===== config.mk =====
export PLATFORM = sky130hd
export DESIGN_NAME = uart_rx
export DESIGN_NICKNAME = d
export VERILOG_FILES = /design/src/rtl/uart_pkg.sv /design/src/rtl/uart_rx_sync.sv /design/src/rtl/uart_rx.sv
export SDC_FILE = /design/constraint.sdc
export NUM_CORES = 1
export LEC_CHECK = 0
export CORE_MARGIN = 3
export CORE_UTILIZATION = 51
export DETAILED_ROUTE_END_ITERATION = 7
export PLACE_DENSITY = 0.77
export SYNTH_ARGS = -nofsm -noshare
export SYNTH_HDL_FRONTEND = slang
export SYNTH_SLANG_ARGS = --single-unit

===== constraint.sdc =====
create_clock -name clk -period 2.4 [get_ports clk]
set_input_delay 0.48 -clock clk [delete_from_list [all_inputs] [get_ports clk]]
set_output_delay 0.48 -clock clk [all_outputs]
set_load 0.005 [all_outputs]

===== src/rtl/uart_pkg.sv =====
// Shared UART constants, FSM encoding and parity helper for the receiver and transmitter.
package uart_pkg;

    localparam int OVERSAMPLE = 16;
    localparam int HALF_BIT   = 8;
    localparam int DATA_BITS  = 8;

    localparam logic [3:0] CNT_LAST  = 4'(OVERSAMPLE - 1);
    localparam logic [3:0] CNT_HALF  = 4'(HALF_BIT - 1);
    localparam logic [2:0] BIT_LAST  = 3'(DATA_BITS - 1);

    localparam logic [2:0] ST_IDLE   = 3'd0;
    localparam logic [2:0] ST_START  = 3'd1;
    localparam logic [2:0] ST_DATA   = 3'd2;
    localparam logic [2:0] ST_PARITY = 3'd3;
    localparam logic [2:0] ST_STOP   = 3'd4;

    typedef struct packed {
        logic [7:0] data;
        logic       parity_err;
        logic       frame_err;
    } rx_result_t;

    function automatic logic parity_of(input logic [7:0] data, input logic mode);
        return (^data) ^ mode;
    endfunction

endpackage


===== src/rtl/uart_rx_sync.sv =====
// Two-flop synchronizer for the asynchronous rx line plus falling-edge detect.
module uart_rx_sync (
    input  logic clk,
    input  logic rst,
    input  logic rx,
    output logic rxs,
    output logic fall
);

    logic meta_q;
    logic rxs_q;
    logic prev_q;

    // Flops reset to the idle-high line level so release never fakes a start edge.
    always_ff @(posedge clk) begin
        if (rst) begin
            meta_q <= 1'b1;
            rxs_q  <= 1'b1;
            prev_q <= 1'b1;
        end else begin
            meta_q <= rx;
            rxs_q  <= meta_q;
            prev_q <= rxs_q;
        end
    end

    assign rxs  = rxs_q;
    assign fall = prev_q & ~rxs_q;

endmodule


===== src/rtl/uart_rx.sv =====
// 16x oversampling UART receiver: 8 data bits, one parity bit, one stop bit.
module uart_rx
    import uart_pkg::*;
#(
    parameter logic PARITYMODE = 1'b0
) (
    input  logic       clk,
    input  logic       rst,
    input  logic       rx,
    output logic [7:0] dataout,
    output logic       rdsig,
    output logic       dataerror,
    output logic       frameerror,
    output logic       idle
);

    logic       rxs_s;
    logic       fall_s;

    logic [2:0] state_q, state_d;
    logic [3:0] cnt_q, cnt_d;
    logic [2:0] bit_q, bit_d;
    logic [7:0] shift_q, shift_d;
    logic       par_q, par_d;
    logic       stop_q, stop_d;
    logic       done_q, done_d;
    logic       rdsig_q, rdsig_d;
    logic       idle_q, idle_d;
    rx_result_t result_q, result_d;

    uart_rx_sync u_sync (
        .clk  (clk),
        .rst  (rst),
        .rx   (rx),
        .rxs  (rxs_s),
        .fall (fall_s)
    );

    // Next-state logic: samples are taken once per bit at cnt_q terminal counts.
    always_comb begin
        state_d  = state_q;
        cnt_d    = cnt_q + 4'd1;
        bit_d    = bit_q;
        shift_d  = shift_q;
        par_d    = par_q;
        stop_d   = stop_q;
        done_d   = 1'b0;
        idle_d   = idle_q;
        rdsig_d  = 1'b0;
        result_d = result_q;

        // Publish the frame one cycle after the stop sample.
        if (done_q) begin
            result_d.data       = shift_q;
            result_d.parity_err = (par_q != parity_of(shift_q, PARITYMODE));
            result_d.frame_err  = ~stop_q;
            rdsig_d             = 1'b1;
            idle_d              = 1'b0;
        end else begin
            result_d = result_q;
        end

        case (state_q)
            ST_IDLE: begin
                cnt_d = 4'd0;
                bit_d = 3'd0;
                if (fall_s) begin
                    state_d = ST_START;
                    idle_d  = 1'b1;
                end else begin
                    state_d = ST_IDLE;
                end
            end
            ST_START: begin
                if (cnt_q == CNT_HALF) begin
                    cnt_d = 4'd0;
                    if (rxs_s) begin
                        state_d = ST_IDLE;
                        idle_d  = 1'b0;
                    end else begin
                        state_d = ST_DATA;
                    end
                end else begin
                    state_d = ST_START;
                end
            end
            ST_DATA: begin
                if (cnt_q == CNT_LAST) begin
                    shift_d = {rxs_s, shift_q[7:1]};
                    bit_d   = bit_q + 3'd1;
                    if (bit_q == BIT_LAST) begin
                        state_d = ST_PARITY;
                    end else begin
                        state_d = ST_DATA;
                    end
                end else begin
                    state_d = ST_DATA;
                end
            end
            ST_PARITY: begin
                if (cnt_q == CNT_LAST) begin
                    par_d   = rxs_s;
                    state_d = ST_STOP;
                end else begin
                    state_d = ST_PARITY;
                end
            end
            ST_STOP: begin
                if (cnt_q == CNT_LAST) begin
                    stop_d  = rxs_s;
                    done_d  = 1'b1;
                    state_d = ST_IDLE;
                end else begin
                    state_d = ST_STOP;
                end
            end
            default: begin
                state_d = ST_IDLE;
                cnt_d   = 4'd0;
                bit_d   = 3'd0;
            end
        endcase
    end

    // State and output registers.
    always_ff @(posedge clk) begin
        if (rst) begin
            state_q  <= ST_IDLE;
            cnt_q    <= 4'd0;
            bit_q    <= 3'd0;
            shift_q  <= 8'h00;
            par_q    <= 1'b0;
            stop_q   <= 1'b1;
            done_q   <= 1'b0;
            rdsig_q  <= 1'b0;
            idle_q   <= 1'b0;
            result_q <= '{data: 8'h00, parity_err: 1'b0, frame_err: 1'b0};
        end else begin
            state_q  <= state_d;
            cnt_q    <= cnt_d;
            bit_q    <= bit_d;
            shift_q  <= shift_d;
            par_q    <= par_d;
            stop_q   <= stop_d;
            done_q   <= done_d;
            rdsig_q  <= rdsig_d;
            idle_q   <= idle_d;
            result_q <= result_d;
        end
    end

    assign dataout    = result_q.data;
    assign dataerror  = result_q.parity_err;
    assign frameerror = result_q.frame_err;
    assign rdsig      = rdsig_q;
    assign idle       = idle_q;

endmodule


==> out/qor.yml, run 1 <==
fill_cells: 208
core-area_sq_um: 2610
cts_hold_buf: 0
wl_mm: 2.54
drc: 0
avgViaCountPerCell: 5.38
fin_crit_sh_pct: 70.9
setup_viol: 0
cp_slowest_cell: "clkdlybuf4s50_1"
vias: 1082
cap_viol_max_count: 0
clk_transition_reported_paths_ps: 110
postCtsSetupRepairBufs: 0
first_global_vias: 1054
min_path_type: "register to register"
synthArstFlopShare_pct: 0
synth.top_cell.area_share_pct: 48.5
holdPathStages: 1
critPathCaptureType: "output pin"
num_antenna_cells: 0
antenna_found_initial: 0
grt_pass1_wl_mm: 4.51
ir_drop_mv: 0.481
io_buffers: 14
ys.flop_type: "dfxtp_1"
period_minus_slack_ps: 1700
p_leak_nw: 0.631
r2r_slack_ps: 780
rr_endpoint: "shift_q[7]$_SDFFE_PP0P_"
cp.required_ps: 1920
clkLatencyLatePin_ps: 340
drt_iter0_drc: 38
synth_area_per_cell_sq_um: 9.72
place.gp.congestion: 0.869
netlist_area_sq_um: 1490
max_slew_margin_pct: 60.8
yosys.area.top_type: "dfxtp_1"
synth_cells: 153
cts_tree: "built"
grt_usage_pct: 17.4
fp.dieArea_sq_um: 3600
cts-root-buf: "clkbuf_4"
drive_gt1_share_pct: 11.1
crit_buf_inv: 1
ctsResizeCount: 0
start_util_pct: 56.9
numCtsBuffers: 5
nNetsFinal: 176
first_pass_iters: 7
fp.dieH_microns: 60.0
finClkSkew_ps: 9.49
maxSlewViolCount: 0
cpPeakStageDelay_ps: 520
critPathTopFamily: "buffers and inverters"
htreeDepth: 2
crit_path_cell_trace: "clkdlybuf4s50_1"
io_pins: 15
die_w_microns: 60.0
syn2layout_area_growth_pct: 14.9
r2r_cells: 6
r2r_start: "cnt_q[0]$_SDFF_PP0_"
final_hold_viol_count: 0
yosysUniqueCellTypes: 37
detail-route-antenna-nets: 0
synth_area_leaders: "dfxtp_1 (48%), mux2i_1 (11%), nor2_1 (6.8%), nand3_1 (3.0%), ha_1 (2.5%)"
holdPathEnd: "u_sync.rxs$_SDFF_PP1_"
holdCritStartpoint: "u_sync.meta_q$_SDFF_PP1_"
dpl.hpwl_mm: 1.84
synthTopCellsByCount: "dfxtp_1 (36), nor2_1 (27), mux2i_1 (17), nand2_1 (9), nand3_1 (9)"
fin_ws_ps: 699
max_freq_mhz: 588
row_count: 18
clkSinkCount: 36
cp.arrival_ps: 1220
worst_slew_pin_slew_ps: 587
tns_ps: 0
pre_cts_ws_ps: 796
synth_edf_count: 0
post-synth-top-count-cell: "dfxtp_1"
ys_ff_latch: 36
grt_setup_unrepaired: "false"
crit_path_start_kind: "register"
grt_max_degree: 16
cts_buffer_depth: 2
synth_nets: 159
status: "finished clean"
worstPathMaxFanout: 2
yosysWarnings: 0
critPathKind: "register to output pin"
grt-ovfl-total: 0
p_per_area_nw_per_um2: 568
seq_area_frac_synth_pct: 48.5
wl_per_cell_microns: 12.6
[through the flow]
step                      area, sq um  total power, W  instances  hold slack [ps]  utilization [%]
after floorplan                  1490        0.000637        153              389                -
after global placement           1650        0.000647        193              393             63.1
after detailed placement         1650        0.000648        193              395             63.1
after CTS                        1710        0.000978        201              420             65.4
after global routing             1710         0.00101        201              436             65.4
final                            1710        0.000970        201              420             65.4
[power by group]
group	internal [W]	total (W)	switching (W)
logic	0.0000130	0.0000282	0.0000151
registers	0.000601	0.000606	0.00000494
clock network	0.000144	0.000335	0.000191
[per-layer routing]
metal  wire length (microns)  vias up  global-route usage (%)
li1                        -      556                       -
met1                    1180      502                    21.2
met2                    1170       18                    25.8
met3                     136        6                    7.78
met4                      47        0                    8.54
met5                       0        -                       0
[cell type report]
cell class	count	area [sq um]	share of cell area [%]
Multi-Input combinational cell	106	713	41.8
Timing Repair Buffer	17	163	9.52
Sequential cell	36	721	42.2
Inverter	4	15.0	0.879
Tap cell	30	37.5	2.20
Clock buffer	8	58.8	3.44
[cells in the final DEF, fill, tap and decap left out, drive strengths merged]
master	synthesis	final
nand2b	1	1
mux2	1	1
and2b	1	1
or4	1	1
nand3	9	9
dfxtp	36	36
o221ai	1	1
o21ai	3	3
and3b	1	1
nor3	4	4
and3	1	1
clkdlybuf4s50	0	14
xnor3	1	1
a21boi	1	1
a21o	1	1
a41oi	1	1
or2	3	3
a31oi	2	2
clkbuf	2	8
xor2	3	3
a2bb2oi	1	1
a211oi	1	1
ha	3	3
nand2	9	9
a21oi	3	3
nor2	28	28
xnor2	4	4
or4b	1	1
and2	1	1
buf	5	3
nand3b	2	2
mux2i	17	17
inv	4	4
o211ai	1	1
[registers in the layout, summed over array words and instances, names as in the netlist]
signal         count
bit_q              3
cnt_q              4
dataerror          1
dataout            8
done_q             1
frameerror         1
idle               1
par_q              1
rdsig              1
shift_q            8
state_q            3
stop_q             1
u_sync.meta_q      1
u_sync.prev_q      1
u_sync.rxs         1
[worst max-delay path by stage]
stage / startpoint / end / slack [ps] / cells after the start
2_1_floorplan: cnt_q[0]$_SDFF_PP0_ / idle$_SDFF_PP0_ / 960 / 5
3_3_place_gp: rst / dataerror$_SDFFE_PP0P_ / 830 / 5
3_5_place_dp: rst / dataerror$_SDFFE_PP0P_ / 800 / 5
4_1_cts: dataout[4]$_SDFFE_PP0P_ / dataout[4] / 680 / 1
5_1_grt: cnt_q[0]$_SDFF_PP0_ / shift_q[1]$_SDFFE_PP0P_ / 640 / 6
6_report: idle$_SDFF_PP0_ / idle / 700 / 1
[kinds of logic (layout without fill, tap and decap cells)]
kind of cell	after synthesis	in the layout	synth area share (%)
AOI/OAI and AO/OA	15	15	7.07
xor gates and xnor gates	8	8	5.64
buffers and inverters	11	29	3.53
adders and majority gates	3	3	2.53
muxes	18	18	12.2
DFF	36	36	48.5
and+or+nand+nor	62	62	20.5
No activity file was read; power rests on OpenSTA's default activity.
==> inputs of run 2 (changes only) <==
--- a/config.mk
+++ b/config.mk
@@ -6,7 +6,7 @@
 export NUM_CORES = 1
 export LEC_CHECK = 0
 export CORE_MARGIN = 3
-export CORE_UTILIZATION = 51
+export CORE_UTILIZATION = 49
 export DETAILED_ROUTE_END_ITERATION = 7
 export PLACE_DENSITY = 0.77
 export SYNTH_ARGS = -nofsm -noshare
==> constraint.sdc (replaced) <==
create_clock -name clk -period 1.4 [get_ports clk]
set_input_delay 0.28 -clock clk [delete_from_list [all_inputs] [get_ports clk]]
set_output_delay 0.28 -clock clk [all_outputs]
set_load 0.005 [all_outputs]
==> run 2 against run 1 <==
The flow now finishes with violations (negative setup slack). Worst setup slack worse by 730 ps. Total power increased by 69%. Die area rose by 3.7%. Wire length increased by 26%. Utilization rose by 2.2 points. Clock power up 62%. Global-route usage up 2.5 points.
==> out/qor.yml, run 2 (same netlist as run 1, synthesis figures left out) <==
cts_hold_buf: 0  # unchanged
final_hold_viol_count: 0  # unchanged
grt_max_degree: 13  # was 16
holdWs_ps: 426  # was 420 ps
wl_per_cell_microns: 14.4  # was 12.6 microns
utilization_pct: 67.6  # was 65.4%
wl_mm: 3.19  # was 2.54 mm
drc: 0  # unchanged
drive_gt1_share_pct: 33.2  # was 11.1%
cp.required_ps: 1680  # was 1920 ps
syn2layout_area_growth_pct: 28.6  # was 14.9%
cts-root-buf: "clkbuf_4"  # unchanged
htreeDepth: 2  # unchanged
startpoint: "cnt_q[0]$_SDFF_PP0_"  # was idle$_SDFF_PP0_
clkLatencyLatePin_ps: 340  # about the same
detail-route-antenna-nets: 0  # unchanged
cts_buffer_depth: 2  # unchanged
finClkSkew_ps: 14.3  # was 9.49 ps
final_cell_mix: "nor2_1 (25), buf_4 (21), dfxtp_1 (19), dfxtp_2 (17), mux2i_1 (16)"  # was dfxtp_1 (36), nor2_1 (27), mux2i_1 (17), clkdlybuf4s50_1 (14)
first_pass_iters: 4  # was 7
setup_viol: 2  # was 0
max_freq_mhz: 699
min_path_type: "register to register"  # unchanged
io_pins: 15  # unchanged
grt_pass1_wl_mm: 5.39  # was 4.51 mm
place.gp.congestion: 0.915  # was 0.869
first_global_vias: 1178  # was 1054
fin_ws_ps: -30.3  # was 699 ps
crit_path_start_kind: "register"  # unchanged
clkSinkCount: 36  # unchanged
clk_transition_reported_paths_ps: 100  # was 110 ps
r2r_start: "cnt_q[0]$_SDFF_PP0_"  # unchanged
cap_viol_max_count: 0  # unchanged
status: "complete, but fails checks"  # was finished clean
layout.cells.most_common: "nor2_1"  # was dfxtp_1
drt_iter0_drc: 36  # was 38
violations: "negative setup slack"
numCtsBuffers: 5  # unchanged
dpl.hpwl_mm: 2.08  # was 1.84 mm
maxSlewViolCount: 0  # unchanged
holdCritStartpoint: "u_sync.meta_q$_SDFF_PP1_"  # unchanged
die_w_microns: 61.1  # was 60.0 microns
io_buffers: 14  # unchanged
grt_usage_pct: 19.9  # was 17.4%
worstPathMaxFanout: 3  # was 2
cp.arrival_ps: 1710  # was 1220 ps
fp.dieH_microns: 61.1  # was 60.0 microns
vias: 1209  # was 1082
ir_drop_mv: 0.756  # was 0.481 mV
grt-ovfl-total: 0  # unchanged
row_count: 19  # was 18
core-area_sq_um: 2830  # was 2610 sq um
grt_setup_unrepaired: "true"  # was false
cts_tree: "built"  # unchanged
fp.dieArea_sq_um: 3730  # was 3600 sq um
nNetsFinal: 195  # was 176
max_slew_margin_pct: 81.9  # was 60.8%
num_antenna_cells: 0  # unchanged
antenna_found_initial: 0  # unchanged
p_leak_nw: 0.785  # was 0.631 nW
start_util_pct: 52.5  # was 56.9%
critPathKind: "register to register"  # was register to output pin
period_minus_slack_ps: 1430
avgViaCountPerCell: 5.47  # was 5.38
fin_crit_sh_pct: 102
critPathCaptureType: "register"  # was output pin
p_per_area_nw_per_um2: 859  # was 568 nW/um^2
worst_slew_pin_slew_ps: 271  # was 587 ps
==> run 2: cell count changes in the layout (fill, tap and decap cells not counted), sizes merged <==
cell,delta
buf,+19
clkbuf,-1
clkdlybuf4s50,-12
clkinv,+1
dlygate4sd2,+12
==> run 2: critical path, stage by stage, from the launching register on <==
cell	delay, ps
dfxtp_2	360
ha_4	160
nand3b_1	110
or4b_4	520
a2bb2oi_2	150
nor2_2	70
==> run 2: path summary, 6_finish.rpt <==
path                           endpoint  slack [ps]  cells past startpoint
setup / recovery  state_q[1]$_SDFF_PP0_         -30                      5
hold / removal    u_sync.rxs$_SDFF_PP1_         430                      1
setup reg to reg  state_q[1]$_SDFF_PP0_         -30                      5
hold reg to reg   u_sync.rxs$_SDFF_PP1_         430                      1
==> run 2: cell type report <==
class / count / area, sq um
well taps: 31 / 38.8
inverters: 4 / 15.0
fillers: 208 / 917
flip-flops and latches: 36 / 742
multi-input cells: 106 / 768
repair buffers: 36 / 294
clock buffers: 7 / 45.0
clock inverters: 1 / 8.76
==> run 2: routing by layer <==
layer / track usage [%] / part of all wire (%) / vias to the layer above / routed length, microns
met3: 7.13 / 4.4 / 7 / 141
met1: 24.3 / 44 / 570 / 1400
met5: 0 / 0 / - / 0
met4: 8.67 / 1.8 / 0 / 56
li1: - / - / 594 / -
met2: 31.6 / 50 / 38 / 1600
==> run 2: through the flow <==
stage	cell area, sq um	setup TNS (ps)	instances	setup slack, ps	total power (W)
after global routing	1910	-163	221	-72.9	0.00172
after detailed placement	1740	-322	204	-84.2	0.00112
after floorplan	1500	-0.0258	153	-0.0258	0.00109
after CTS	1840	0	217	5.24	0.00165
final	1910	-32.5	221	-30.3	0.00164
after global placement	1740	-2.41	204	-2.41	0.00112
==> run 2: where the power goes <==
part           internal, W  total (W)  leakage [nW]  switching (W)
Combinational    0.0000286  0.0000593         0.456      0.0000307
Sequential         0.00103    0.00104         0.299      0.0000100
Clock             0.000202   0.000542        0.0295       0.000340
==> run 2: what timing repair did <==
| item | 4_1_cts | 5_1_grt |
|---|---|---|
| buffers inserted | 4 | 4 |
| pin swaps | 4 | 2 |
| endpoints found under the setup margin | 24 | 14 |
| gates resized for setup | 25 | 14 |
| endpoints found under the hold margin | 0 | 0 |
| cloned | 1 | 0 |
==> inputs of run 3 (changes only) <==
--- a/config.mk
+++ b/config.mk
@@ -6,9 +6,9 @@
 export NUM_CORES = 1
 export LEC_CHECK = 0
 export CORE_MARGIN = 3
-export CORE_UTILIZATION = 49
+export CORE_UTILIZATION = 45
 export DETAILED_ROUTE_END_ITERATION = 7
-export PLACE_DENSITY = 0.77
+export PLACE_DENSITY = 0.72
 export SYNTH_ARGS = -nofsm -noshare
 export SYNTH_HDL_FRONTEND = slang
 export SYNTH_SLANG_ARGS = --single-unit
==> run 3 against run 2 <==
The run now ends clean. Global-route usage shrank 3.6 points. Via count down 4.5%. Total power up 3.7%. Cell count rose by 2.7%. Count of clock-buffer cells in the layout down 1. Clock skew is 3.7 ps lower. Sequential share of layout area rose by 1.2 points. Register-to-register slack better by 30 ps. Final area shrank 2.7%. Wire length shrank 9.3%. Non-clock buffer count down 7. Critical path depth unchanged. Critical endpoint unchanged. Largest cell class is now flip-flops and latches.
==> out/qor.yml, run 3 (same netlist as run 1, synthesis figures left out) <==
clkLatencyLatePin_ps: 340  # about the same
first_global_vias: 1133  # was 1178
fill_cells: 274  # was 208
busiest_layer: "met2"  # unchanged
worstPathMaxFanout: 3  # unchanged
antenna_found_initial: 0  # unchanged
gr-usage-met2_pct: 26.2  # was 31.6%
ff_latch_area_sq_um: 743  # was 742 sq um
p_leak_nw: 0.757  # was 0.785 nW
cap_viol_max_count: 0  # unchanged
cts-root-buf: "clkbuf_4"  # unchanged
row_count: 20  # was 19
cts_tree: "built"  # unchanged
status: "finished clean"  # was complete, but fails checks
core-area_sq_um: 3100  # was 2830 sq um
pre_cts_ws_ps: -49.2  # was -84.2 ps
finClkSkew_ps: 10.5  # was 14.3 ps
p_int_w: 0.00131  # was 0.00126 W
drive_gt1_share_pct: 29.5  # was 33.2%
detail-route-antenna-nets: 0  # unchanged
grt-ovfl-total: 0  # unchanged
ir_drop_mv: 0.670  # was 0.756 mV
worst_slew_pin_slew_ps: 316  # was 271 ps
seqPwrFrac_pct: 61.0  # was 63.4%
first_pass_iters: 4  # unchanged
fin_ws_ps: 4.46  # was -30.3 ps
netSwitchingFraction_pct: 23.2  # about the same
place.gp.congestion: 0.820  # was 0.915
start_util_pct: 47.9  # was 52.5%
io_pins: 15  # unchanged
numCtsBuffers: 5  # unchanged
max_freq_mhz: 717  # was 699 MHz
drc: 0  # unchanged
pwr-share-clk_pct: 35.6  # was 33.0%
maxSlewViolCount: 0  # unchanged
cts_buffer_depth: 2  # unchanged
nNetsFinal: 188  # was 195
critPathCaptureType: "register"  # unchanged
vias: 1154  # was 1209
grt_pass1_wl_mm: 5.15  # was 5.39 mm
die_w_microns: 63.5  # was 61.1 microns
clkSinkCount: 36  # unchanged
critPathKind: "register to register"  # unchanged
switchingPower_w: 0.000395  # was 0.000381 W
comb_power_share_pct: 3.4  # was 3.6%
layout.cells.most_common: "nor2_1"  # unchanged
dpl.hpwl_mm: 2.09  # was 2.08 mm
use_met3_pct: 6.42  # was 7.13%
p_per_area_nw_per_um2: 917  # was 859 nW/um^2
grt_setup_unrepaired: "true"  # unchanged
cts_hold_buf: 0  # unchanged
final_hold_viol_count: 0  # unchanged
drt_iter0_drc: 36  # unchanged
num_antenna_cells: 0  # unchanged
fp.dieArea_sq_um: 4030  # was 3730 sq um
use_met1_pct: 19.7  # was 24.3%
htreeDepth: 2  # unchanged
period_minus_slack_ps: 1400  # was 1430 ps
min_path_type: "register to register"  # unchanged
fp.dieH_microns: 63.5  # was 61.1 microns
io_buffers: 14  # unchanged
fin_crit_sh_pct: 99.7  # was 102%
setup_viol: 0  # was 2
wl_per_cell_microns: 12.7  # was 14.4 microns
max_slew_margin_pct: 78.9  # was 81.9%
syn2layout_area_growth_pct: 25.1  # was 28.6%
cp.arrival_ps: 1690  # was 1710 ps
final_cell_mix: "nor2_1 (26), dfxtp_1 (18), dfxtp_2 (18), mux2i_1 (17), buf_4 (14)"  # was nor2_1 (25), buf_4 (21), dfxtp_1 (19), dfxtp_2 (17), mux2i_1 (16)
wl_mm: 2.89  # was 3.19 mm
cp.required_ps: 1690  # was 1680 ps
grt_max_degree: 14  # was 13
multi_input_comb_area_sq_um: 739  # was 768 sq um
grt_usage_pct: 16.2  # was 19.9%
crit_path_start_kind: "register"  # unchanged
holdWs_ps: 434  # was 426 ps
avgViaCountPerCell: 5.08  # was 5.47
clk_transition_reported_paths_ps: 120  # was 100 ps
## run 3: worst paths after layout
kind	depth (start not counted)	to	slack [ps]	from
min	1	u_sync.rxs$_SDFF_PP1_	430	u_sync.meta_q$_SDFF_PP1_
min reg2reg	1	u_sync.rxs$_SDFF_PP1_	430	u_sync.meta_q$_SDFF_PP1_
max reg2reg	5	state_q[1]$_SDFF_PP0_	4	cnt_q[1]$_SDFF_PP0_
max	5	state_q[1]$_SDFF_PP0_	4	cnt_q[1]$_SDFF_PP0_
## run 3: area by class of cell
type / count / area share [%]
clock inverter: 2 / 0.740
timing repair buffer: 29 / 13.0
clock buffer: 6 / 2.76
sequential: 36 / 40.0
tap: 44 / 2.96
inverter: 4 / 0.808
multi-input combinational: 106 / 39.8
## run 3: worst max-delay path: stages (launching register included)
cell       delay, ps
dfxtp_2          370
ha_4             150
nand3b_1         100
or4b_4           510
a2bb2oi_2        150
nor2_2            60
## run 3: power groups by stage
stage	registers, W	logic, W	clock network [W]
after CTS	0.00104	0.0000586	0.000626
after global placement	0.00106	0.0000584	0
after global routing	0.00104	0.0000648	0.000662
after floorplan	0.00106	0.0000333	0
final	0.00104	0.0000586	0.000607
after detailed placement	0.00106	0.0000595	0
## run 3: stage by stage
stage / cells / cell area, sq um / power, W / setup TNS (ps) / util [%]
after floorplan: 153 / 1500 / 0.00109 / -0.0258 / -
after CTS: 226 / 1830 / 0.00172 / 0 / 59.0
final: 227 / 1860 / 0.00170 / 0 / 59.9
after global routing: 227 / 1860 / 0.00177 / -300 / 59.9
after global placement: 217 / 1760 / 0.00112 / -77.9 / 56.6
after detailed placement: 217 / 1760 / 0.00112 / -139 / 56.6
## run 3: timing repair
item,4_1_cts,5_1_grt
hold endpoints to repair,0,0
gates resized for setup,23,10
pin swaps,2,2
endpoints found under the setup margin,23,14
gates cloned,1,0
buffers inserted,0,1
## run 3: layer usage
metal	share of wire, %	vias to the layer above
li1	-	585
met1	47	537
met2	47	25
met3	4.3	7
met4	2.0	0
met5	0	-
